## src/rtl/box_anim_pkg.sv

```systemverilog
// Shared types and constants for the box animator: screen geometry,
// bus widths, FSM state encoding and the per-axis bounce step.
package box_anim_pkg;

    localparam int X_SCREEN_PIXELS = 160;
    localparam int Y_SCREEN_PIXELS = 120;
    localparam int BOX_SIZE        = 4;

    localparam int COORD_W  = 7;
    localparam int COLOUR_W = 3;

    // X is limited both by the screen and by the 7-bit coordinate bus.
    localparam int X_MAX_INT = ((X_SCREEN_PIXELS - BOX_SIZE) > 127) ? 127
                                                                     : (X_SCREEN_PIXELS - BOX_SIZE);
    localparam int Y_MAX_INT = Y_SCREEN_PIXELS - BOX_SIZE;

    localparam logic [COORD_W-1:0] X_MAX = COORD_W'(X_MAX_INT);
    localparam logic [COORD_W-1:0] Y_MAX = COORD_W'(Y_MAX_INT);

    typedef enum logic [3:0] {
        ST_IDLE       = 4'd0,
        ST_DRAW_X     = 4'd1,
        ST_DRAW_GAP   = 4'd2,
        ST_DRAW_Y     = 4'd3,
        ST_DRAW_WAIT  = 4'd4,
        ST_WAIT_FRAME = 4'd5,
        ST_ERASE_X    = 4'd6,
        ST_ERASE_GAP  = 4'd7,
        ST_ERASE_Y    = 4'd8,
        ST_ERASE_WAIT = 4'd9,
        ST_MOVE       = 4'd10
    } state_t;

    // One bounce step for an axis. Returns {new_dir, new_pos}; at an edge
    // the direction flips and the position steps back inside in the same move.
    function automatic logic [COORD_W:0] step_axis(
        input logic [COORD_W-1:0] pos,
        input logic               dir,
        input logic [COORD_W-1:0] max_pos
    );
        logic [COORD_W:0] res;
        if (dir && (pos == max_pos)) begin
            res = {1'b0, pos - COORD_W'(1)};
        end else if (!dir && (pos == {COORD_W{1'b0}})) begin
            res = {1'b1, pos + COORD_W'(1)};
        end else if (dir) begin
            res = {1'b1, pos + COORD_W'(1)};
        end else begin
            res = {1'b0, pos - COORD_W'(1)};
        end
        return res;
    endfunction

endpackage

```

## src/rtl/frame_tick_gen.sv

```systemverilog
// Free-running frame divider: counts 0..FRAME_DIV-1 and emits a registered
// one-cycle tick while the count sits at FRAME_DIV-1.
module frame_tick_gen #(
    parameter int FRAME_DIV = 833334
) (
    input  logic clk,
    input  logic rst_n,
    output logic tick
);

    localparam int CNT_W = (FRAME_DIV > 1) ? $clog2(FRAME_DIV) : 1;
    localparam logic [CNT_W-1:0] CNT_LAST = CNT_W'(FRAME_DIV - 1);

    logic [CNT_W-1:0] cnt_r;
    logic [CNT_W-1:0] cnt_s;
    logic             tick_r;
    logic             tick_s;

    // Next count with wrap; tick is aligned with the cycle the count is at its last value.
    always_comb begin
        if (cnt_r == CNT_LAST) begin
            cnt_s = {CNT_W{1'b0}};
        end else begin
            cnt_s = cnt_r + CNT_W'(1);
        end
        tick_s = (cnt_s == CNT_LAST);
    end

    // Counter and tick registers.
    always_ff @(posedge clk or negedge rst_n) begin
        if (!rst_n) begin
            cnt_r  <= {CNT_W{1'b0}};
            tick_r <= 1'b0;
        end else begin
            cnt_r  <= cnt_s;
            tick_r <= tick_s;
        end
    end

    assign tick = tick_r;

endmodule

```

## src/rtl/box_animator.sv

```systemverilog
// Box animator: drives the plotter's load/plot handshake to erase, step and
// redraw a box that bounces diagonally around the screen.
module box_animator
    import box_anim_pkg::*;
#(
    parameter int FRAME_DIV       = 833334,
    parameter int FRAMES_PER_MOVE = 15,
    parameter int DRAW_WAIT       = 24
) (
    input  logic                iClock,
    input  logic                iResetn,
    input  logic                iEnable,
    input  logic [COLOUR_W-1:0] iColour,
    input  logic                iDone,
    output logic                oLoadX,
    output logic                oPlotBox,
    output logic [COORD_W-1:0]  oXY_Coord,
    output logic [COLOUR_W-1:0] oColour,
    output logic                oBusy
);

    localparam int WAIT_W  = $clog2(DRAW_WAIT + 1);
    localparam int FRAME_W = $clog2(FRAMES_PER_MOVE + 1);
    localparam logic [WAIT_W-1:0]  WAIT_LAST  = WAIT_W'(DRAW_WAIT - 1);
    localparam logic [FRAME_W-1:0] FRAME_LAST = FRAME_W'(FRAMES_PER_MOVE - 1);

    state_t               state_r;
    state_t               state_s;
    logic [WAIT_W-1:0]    wait_cnt_r;
    logic [WAIT_W-1:0]    wait_cnt_s;
    logic [FRAME_W-1:0]   frame_cnt_r;
    logic [FRAME_W-1:0]   frame_cnt_s;
    logic [COORD_W-1:0]   x_r;
    logic [COORD_W-1:0]   y_r;
    logic                 dx_r;
    logic                 dy_r;
    logic [COORD_W:0]     step_x_s;
    logic [COORD_W:0]     step_y_s;
    logic                 tick_s;
    logic                 wait_done_s;
    logic                 in_wait_s;

    logic                 load_x_r,   load_x_s;
    logic                 plot_box_r, plot_box_s;
    logic [COORD_W-1:0]   xy_r,       xy_s;
    logic [COLOUR_W-1:0]  colour_r,   colour_s;
    logic                 busy_r,     busy_s;

    frame_tick_gen #(
        .FRAME_DIV (FRAME_DIV)
    ) u_frame_tick (
        .clk   (iClock),
        .rst_n (iResetn),
        .tick  (tick_s)
    );

    assign in_wait_s   = (state_r == ST_DRAW_WAIT) || (state_r == ST_ERASE_WAIT);
    // The counter guarantees the minimum wait even when iDone is left high.
    assign wait_done_s = (wait_cnt_r >= WAIT_LAST) && iDone;
    assign step_x_s    = step_axis(x_r, dx_r, X_MAX);
    assign step_y_s    = step_axis(y_r, dy_r, Y_MAX);

    // Next-state logic.
    always_comb begin
        state_s = state_r;
        case (state_r)
            ST_IDLE: begin
                if (iEnable) begin
                    state_s = ST_DRAW_X;
                end else begin
                    state_s = ST_IDLE;
                end
            end
            ST_DRAW_X:   state_s = ST_DRAW_GAP;
            ST_DRAW_GAP: state_s = ST_DRAW_Y;
            ST_DRAW_Y:   state_s = ST_DRAW_WAIT;
            ST_DRAW_WAIT: begin
                if (wait_done_s) begin
                    state_s = iEnable ? ST_WAIT_FRAME : ST_IDLE;
                end else begin
                    state_s = ST_DRAW_WAIT;
                end
            end
            ST_WAIT_FRAME: begin
                if (!iEnable) begin
                    state_s = ST_IDLE;
                end else if (tick_s && (frame_cnt_r == FRAME_LAST)) begin
                    state_s = ST_ERASE_X;
                end else begin
                    state_s = ST_WAIT_FRAME;
                end
            end
            ST_ERASE_X:   state_s = ST_ERASE_GAP;
            ST_ERASE_GAP: state_s = ST_ERASE_Y;
            ST_ERASE_Y:   state_s = ST_ERASE_WAIT;
            ST_ERASE_WAIT: begin
                if (wait_done_s) begin
                    state_s = ST_MOVE;
                end else begin
                    state_s = ST_ERASE_WAIT;
                end
            end
            ST_MOVE:  state_s = ST_DRAW_X;
            default:  state_s = ST_IDLE;
        endcase
    end

    // Wait and frame counters: both are held at zero outside their own states.
    always_comb begin
        wait_cnt_s  = {WAIT_W{1'b0}};
        frame_cnt_s = {FRAME_W{1'b0}};
        if (in_wait_s) begin
            if (wait_cnt_r < WAIT_LAST) begin
                wait_cnt_s = wait_cnt_r + WAIT_W'(1);
            end else begin
                wait_cnt_s = wait_cnt_r;
            end
        end else begin
            wait_cnt_s = {WAIT_W{1'b0}};
        end
        if (state_r == ST_WAIT_FRAME) begin
            if (tick_s) begin
                frame_cnt_s = frame_cnt_r + FRAME_W'(1);
            end else begin
                frame_cnt_s = frame_cnt_r;
            end
        end else begin
            frame_cnt_s = {FRAME_W{1'b0}};
        end
    end

    // Output values derived from the current state; registered below.
    always_comb begin
        load_x_s   = 1'b0;
        plot_box_s = 1'b0;
        xy_s       = xy_r;
        colour_s   = colour_r;
        busy_s     = (state_r != ST_IDLE) && (state_r != ST_WAIT_FRAME);
        case (state_r)
            ST_DRAW_X, ST_ERASE_X: begin
                load_x_s = 1'b1;
                xy_s     = x_r;
            end
            ST_DRAW_Y: begin
                plot_box_s = 1'b1;
                xy_s       = y_r;
                colour_s   = iColour;
            end
            ST_ERASE_Y: begin
                plot_box_s = 1'b1;
                xy_s       = y_r;
                colour_s   = {COLOUR_W{1'b0}};
            end
            default: begin
                load_x_s   = 1'b0;
                plot_box_s = 1'b0;
            end
        endcase
    end

    // State and counter registers.
    always_ff @(posedge iClock or negedge iResetn) begin
        if (!iResetn) begin
            state_r     <= ST_IDLE;
            wait_cnt_r  <= {WAIT_W{1'b0}};
            frame_cnt_r <= {FRAME_W{1'b0}};
        end else begin
            state_r     <= state_s;
            wait_cnt_r  <= wait_cnt_s;
            frame_cnt_r <= frame_cnt_s;
        end
    end

    // Position and direction: only change in MOVE, otherwise retained.
    always_ff @(posedge iClock or negedge iResetn) begin
        if (!iResetn) begin
            x_r  <= {COORD_W{1'b0}};
            y_r  <= {COORD_W{1'b0}};
            dx_r <= 1'b1;
            dy_r <= 1'b1;
        end else if (state_r == ST_MOVE) begin
            {dx_r, x_r} <= step_x_s;
            {dy_r, y_r} <= step_y_s;
        end
    end

    // Output registers; reset clears strobes immediately so no partial strobe escapes.
    always_ff @(posedge iClock or negedge iResetn) begin
        if (!iResetn) begin
            load_x_r   <= 1'b0;
            plot_box_r <= 1'b0;
            xy_r       <= {COORD_W{1'b0}};
            colour_r   <= {COLOUR_W{1'b0}};
            busy_r     <= 1'b0;
        end else begin
            load_x_r   <= load_x_s;
            plot_box_r <= plot_box_s;
            xy_r       <= xy_s;
            colour_r   <= colour_s;
            busy_r     <= busy_s;
        end
    end

    assign oLoadX    = load_x_r;
    assign oPlotBox  = plot_box_r;
    assign oXY_Coord = xy_r;
    assign oColour   = colour_r;
    assign oBusy     = busy_r;

endmodule

```

## config.mk

```make
export PLATFORM = sky130hd
export DESIGN_NAME = box_animator
export DESIGN_NICKNAME = d
export VERILOG_FILES = /design/src/rtl/box_anim_pkg.sv /design/src/rtl/frame_tick_gen.sv /design/src/rtl/box_animator.sv
export SDC_FILE = /design/constraint.sdc
export NUM_CORES = 1
export LEC_CHECK = 0
export CAP_MARGIN = 25
export CORE_ASPECT_RATIO = 0.75
export CORE_MARGIN = 8
export CORE_UTILIZATION = 50
export DETAILED_ROUTE_END_ITERATION = 6
export GPL_ROUTABILITY_DRIVEN = 0
export PLACE_DENSITY = 0.69
export SYNTH_ARGS = -nofsm -noshare
export SYNTH_HDL_FRONTEND = slang
export SYNTH_SLANG_ARGS = --single-unit
```

## constraint.sdc

```tcl
create_clock -name iClock -period 2.4 [get_ports iClock]
set_input_delay 0.72 -clock iClock [delete_from_list [all_inputs] [get_ports iClock]]
set_output_delay 0.72 -clock iClock [all_outputs]
set_load 0.1 [all_outputs]
```

# Word-level counts from Yosys, hierarchy flattened

Cells that the tools add are included.
W data, S select, Z words.

Flip-flop bits (word level): 63
Output and inout port bits: 13
Word-level logic and storage cells: 81

Reduce and logical (&&, ||, !) cells: 18
$lt $le $gt $ge: 2
Add/subtract/negate cells: 7
Equal/unequal tests: 18
Muxes and demuxes: 22

Operator list:

| kind                    | count |
|---|---|
| $mux W8                 | 6 |
| $pmux W4 S11            | 1 |
| $eq A20 B20 Y1 const B  | 2 |
| $add A20 B1 Y20 const B | 1 |
| $mux W20                | 1 |
| $eq A4 B3 Y1 const B    | 4 |
| $eq A4 B4 Y1 const B    | 4 |
| $add A7 B1 Y7 const B   | 2 |
| $eq A7 B7 Y1 const B    | 2 |
| $logic_not A7 Y1        | 2 |
| $pmux W7 S2             | 1 |
| $sub A7 B1 Y7 const B   | 2 |
| $mux W5                 | 2 |
| $mux W3                 | 3 |
| $eq A4 B2 Y1 const B    | 2 |
| $mux W4                 | 2 |
| $logic_and A1 B1 Y1     | 7 |
| $pmux W3 S2             | 1 |
| $add A5 B1 Y5 const B   | 1 |
| $ge A5 B5 Y1 const B    | 1 |
| $lt A5 B5 Y1 const B    | 1 |
| $add A4 B1 Y4 const B   | 1 |
| $eq A4 B1 Y1 const B    | 1 |
| $logic_not A4 Y1        | 1 |
| other kinds (9)         | 16 |

# Logic depth before layout (Yosys ltp)

Gate-level depths: netlist (run 1).

Depth in word-level cells: 5
Depth in mapped cells: 8
Mapped depth without buffers: 7

# Cells and area by module

From an unflattened synthesis (run 1), not the netlist that was laid out.

Cells, all modules: 367
Area total of the unflattened synthesis: 3,638.5 um^2

By module, submodules not included:

| module         | cells each | instances | area each (um^2) |
|---|---|---|---|
| box_animator   | 240        | 1         | 2,423.6 |
| frame_tick_gen | 127        | 1         | 1,214.9 |

# Worst setup path before layout (run 1)

OpenSTA, ideal clock, no wires.

Path type: register -> register
From: register u_frame_tick.cnt_r[7]
To: register u_frame_tick.tick_r, in the netlist u_frame_tick.tick
Required time: 2.305 ns
Setup time: 0.095 ns
Stages on the path, launching flop included: 6
Clock period less this slack: 1.861 ns
Buffers on the path: 0
Slack: 0.539 ns
Arrival: 1.766 ns
Cells stage by stage: dfrtp_1 > or4_1 > or2_1 > nor4_2 > o211ai_1 > nor4b_2

Cells in the longest elaborated chain, start to end: 3

RTL lines:

| what                                                     | RTL line                                   | text |
|---|---|---|
| from (decl)                                              | frame_tick_gen.sv:14                       | `logic [CNT_W-1:0] cnt_r;` |
| from (signal assigned)                                   | frame_tick_gen.sv:32                       | `cnt_r <= {CNT_W{1'b0}};` |
| from (signal assigned)                                   | frame_tick_gen.sv:35                       | `cnt_r <= cnt_s;` |
| $add A20 B1 Y20 / $eq A20 B20 Y1 (equally long branches) | frame_tick_gen.sv:24, frame_tick_gen.sv:21 |  |
| $mux W20 (*)                                             | frame_tick_gen.sv:21                       | `if (cnt_r == CNT_LAST) begin` |
| $eq A20 B20 Y1 (*)                                       | frame_tick_gen.sv:26                       | `tick_s = (cnt_s == CNT_LAST);` |
| net u_frame_tick.tick_s                                  | frame_tick_gen.sv:17                       | `logic tick_s;` |
| to (signal assigned)                                     | frame_tick_gen.sv:36                       | `tick_r <= tick_s;` |
| to (decl)                                                | frame_tick_gen.sv:16                       | `logic tick_r;` |

Mark *: on every way through the listed nets, which the timed path passes. The rest lies on a longest branch.
A chain may end at the register's enable or synchronous reset.

# Worst setup path after layout (run 1)

From: register y_r[5]
To: register y_r[6]

Cells in the longest elaborated chain, start to end: 4

RTL lines:

| what                                                  | RTL line                               | text |
|---|---|---|
| from (decl)                                           | box_animator.sv:34                     | `logic [COORD_W-1:0] y_r;` |
| from (signal assigned)                                | box_animator.sv:178                    | `y_r <= {COORD_W{1'b0}};` |
| from (signal assigned)                                | box_animator.sv:183                    | `{dy_r, y_r} <= step_y_s;` |
| $sub A7 B1 Y7, or another cell as far along           | box_anim_pkg.sv:43, box_anim_pkg.sv:49 |  |
| $mux W8 / $logic_and A1 B1 Y1 (equally long branches) | box_anim_pkg.sv:46, box_anim_pkg.sv:44 |  |
| $mux W8                                               | box_anim_pkg.sv:44                     | `end else if (!dir && (pos == {COORD_W{1'b0}})) begin` |
| $mux W8 (*)                                           | box_anim_pkg.sv:42                     | `if (dir && (pos == max_pos)) begin` |

Mark *: on every way between the ends. The rest lies on a longest branch, timed or not.

==> metrics, run 1 <==
GRT Resource Usage Total=0.1504; GRT overflow=0; crit path DAT=2.40 ns; vias=2704; Max Fclk=468.7 MHz; cts bufs inserted=9; placed cells=approximately 460; Period minus WS final=about 2.1 ns; ANT nets after route=0; post-synth cell types=about 50; Max clock buf depth=2; antenna violations before repair=0; Synth Register Bits=63; Clock Latency Late Sink=0.34 ns; average wire per standard cell=14.39 um; Hold Path Class=in -> async; Compound-Gate Fraction of Synth Area=0.1188; register area share after synthesis=0.4599; status=finished clean; WS Path Type=reg -> reg; layout net count=406; Post-Syn Instances=365; first-pass GRT wire length=12010 um; RSZ-0062 raised after global routing=false; fin. max-slew vios=0; Worst Clk Skew=0.008296 ns; r2r endpoint=y_r[6]; largest net degree at the start of global routing=64; layout cell share with drive strength beyond 1=0.1069; Detailed Place HPWL=4754 um; Final Hold Viols=0; antenna diode count=0; Yosys top cell area share=0.4446; Synth area leader=dfrtp_1; Finished Core Util=0.5784; Worst slew margin=0.5839; cells on worst reg2reg path=5; Die H=87.77 um; DRC Markers=0; Leak=~1.7 nW; Synth area leaders=dfrtp_1 44%, nor2_1 4.4%, xor2_1 4.3%; worst-path fanout max=10; clock sink count=63; Slew @ Worst Pin=0.6185 ns; CTS clk-pin slew, worst paths=0.07 ns; Ys Warns=0; Startpoint Class=flop; Non-Filler Instances=about 480; commonest register cell after synthesis=dfrtp_1; Via-to-Cell Ratio=5.669; Total Neg Setup Slack=0 ns; Rows=26; Synth Area in Simple Gates=0.2256; VDD IR max=0.5502 mV; die extent in x=111.7 um; pwr/cell area=1010 nW/um^2; # hold bufs at CTS=0; core area=6734 um^2; Pre-antenna DRT Iters=4; die area=9802 um^2; syn nets=roughly 380; mux cell area share after synthesis=0.03790; Avg Cell Area, Syn=9.406 um^2; worst endpoint required time=2.66 ns; CP Capture Type=flop; CTS tree=built; initial core utilization=0.5098; Syn Std Cell Area=3433 um^2; vias in the first global route=2511; Post-Synth XOR/XNOR Area=0.08163; post-cts resize count=0; root buf cell=clkbuf_8; Final setup viols=0; worst r2r src=y_r[5]; post-synthesis adder-cell area fraction=0.04009; setup bufs post-CTS=0; max-cap violations=0; IO Port Bufs=19; final period utilization=0.8889; area delta synth->final=13.45%; reg2reg setup slack=0.27 ns; DRT Wirelength=just under 7000 um; EDFF count, synth=0; htree depth=3; First DRT Iteration DRCs=201; fraction of registers with async set/reset=1.000; I/O pin cnt=20; largest family of logic cells by synthesized area=simple AND/OR/NAND/NOR gates
[layer usage]
layer | track usage | wire length, um
met1 | 0.2103 | 3465
met3 | 0.04408 | 450
met5 | 0 | 0
met2 | 0.2177 | 2867
met4 | 0.04944 | 81
[sequential cells by signal, summed over array words and instances (netlist names), 3 cells and up]
signal / cells
u_frame_tick.cnt_r: 20
oXY_Coord: 7
x_r: 7
y_r: 7
wait_cnt_r: 5
frame_cnt_r: 4
state_r: 4
oColour: 3
[critical path, stage by stage (launching register included)]
cell	delay (ns)
dfrtp_1	0.42
nor4_1	0.54
nand4bb_1	0.41
a211o_1	0.38
a21oi_1	0.17
xor2_1	0.15
[cells in the mapped netlist (2+ instances only)]
library cell / count
o21ai_0: 25
or4_1: 4
xor2_1: 17
o21ba_2: 2
nand3_1: 13
a21o_1: 2
buf_2: 3
clkbuf_1: 11
and3_1: 7
a21boi_0: 2
a41oi_1: 2
nand3b_1: 2
inv_1: 17
nand2_1: 33
dfrtp_1: 61
a22oi_1: 3
a21oi_1: 16
a31oi_1: 2
and4_1: 2
nand2b_1: 3
a211oi_1: 2
mux2i_1: 13
nor4_1: 7
dfstp_2: 2
nand4b_1: 4
o31ai_1: 2
ha_1: 11
o22ai_1: 4
nor3b_1: 3
nor3_1: 2
nor2_1: 40
nor2b_1: 5
xnor2_1: 15
and4b_1: 2
nand4_1: 12
[final cells by class]
| cell class | count | area, um^2 |
|---|---|---|
| fillers | 591 | 2839 |
| multi-input cells | 270 | 1730 |
| flip-flops and latches | 63 | 1579 |
| repair buffers | 27 | 225.2 |
| clock buffers | 13 | 148.9 |
| well taps | 84 | 105.1 |
| inverters | 17 | 63.81 |
| clock inverters | 3 | 42.54 |
[worst max-delay path by stage]
stage / from / end / slack, ns / cells past startpoint
5_1_grt: y_r[4] / y_r[6] / 0.14 / 5
4_1_cts: u_frame_tick.cnt_r[6] / u_frame_tick.cnt_r[12] / 0.34 / 5
3_5_place_dp: y_r[5] / y_r[6] / 0.36 / 5
6_report: y_r[5] / y_r[6] / 0.27 / 5
2_1_floorplan: u_frame_tick.cnt_r[7] / u_frame_tick.tick / 0.54 / 5
3_3_place_gp: u_frame_tick.cnt_r[7] / u_frame_tick.cnt_r[12] / 0.37 / 5
[cell families after synthesis]
family,Yosys count
XOR/XNOR,32
AO/OA/AOI/OAI,67
adder cells (fa/ha/maj),11
flip-flops,63
buffers and inverters,32
multiplexers,13
AND/OR/NAND/NOR,147
[where the power goes]
group	total (mW)	leakage [nW]	switching [mW]	internal [mW]
Sequential	1.44	0.845	0.206	1.23
Clock	0.905	0.0936	0.397	0.508
Combinational	1.59	0.806	1.08	0.510
[cells in the final DEF (no fill, tap or decap), drive strengths merged, types with 2 or more instances in the layout]
| cell type | n |
|---|---|
| nand4 | 12 |
| nor4 | 8 |
| clkdlybuf4s50 | 5 |
| a211oi | 2 |
| nand2b | 3 |
| o31ai | 2 |
| o21ai | 25 |
| o22ai | 4 |
| o21ba | 2 |
| and3 | 7 |
| nand3 | 13 |
| ha | 11 |
| nor3 | 2 |
| dfrtp | 61 |
| buf | 22 |
| and4 | 2 |
| a21oi | 16 |
| dfstp | 2 |
| nor3b | 3 |
| inv | 17 |
| mux2i | 13 |
| nand4b | 4 |
| or4 | 4 |
| a41oi | 2 |
| a22oi | 3 |
| a21o | 2 |
| nor2 | 41 |
| nand3b | 2 |
| a21boi | 2 |
| a31oi | 2 |
| xor2 | 17 |
| xnor2 | 15 |
| clkbuf | 13 |
| nor2b | 5 |
| nand2 | 33 |
| and4b | 2 |
[through the flow]
step | instance area [um^2] | hold WS [ns] | setup slack, ns | total power, mW
global route | 3895 | 0.4098 | 0.1410 | 4.174
floorplan | 3433 | 0.4244 | 0.5392 | 2.694
finish | 3895 | 0.3720 | 0.2666 | 3.933
CTS | 3895 | 0.3854 | 0.3393 | 3.956
global placement | 3704 | 0.4745 | 0.3690 | 3.021
detailed placement | 3704 | 0.4970 | 0.3576 | 3.033
No activity file was read; power rests on OpenSTA's default activity.
==> run 2: changes to the inputs <==
--- a/config.mk
+++ b/config.mk
@@ -9,6 +9,7 @@
 export CORE_ASPECT_RATIO = 0.75
 export CORE_MARGIN = 8
 export CORE_UTILIZATION = 50
+export CTS_CLUSTER_SIZE = 25
 export DETAILED_ROUTE_END_ITERATION = 6
 export GPL_ROUTABILITY_DRIVEN = 0
 export PLACE_DENSITY = 0.69
==> results of run 2 <==
No change in the layout: final DEF, timing and power equal those of run 1.
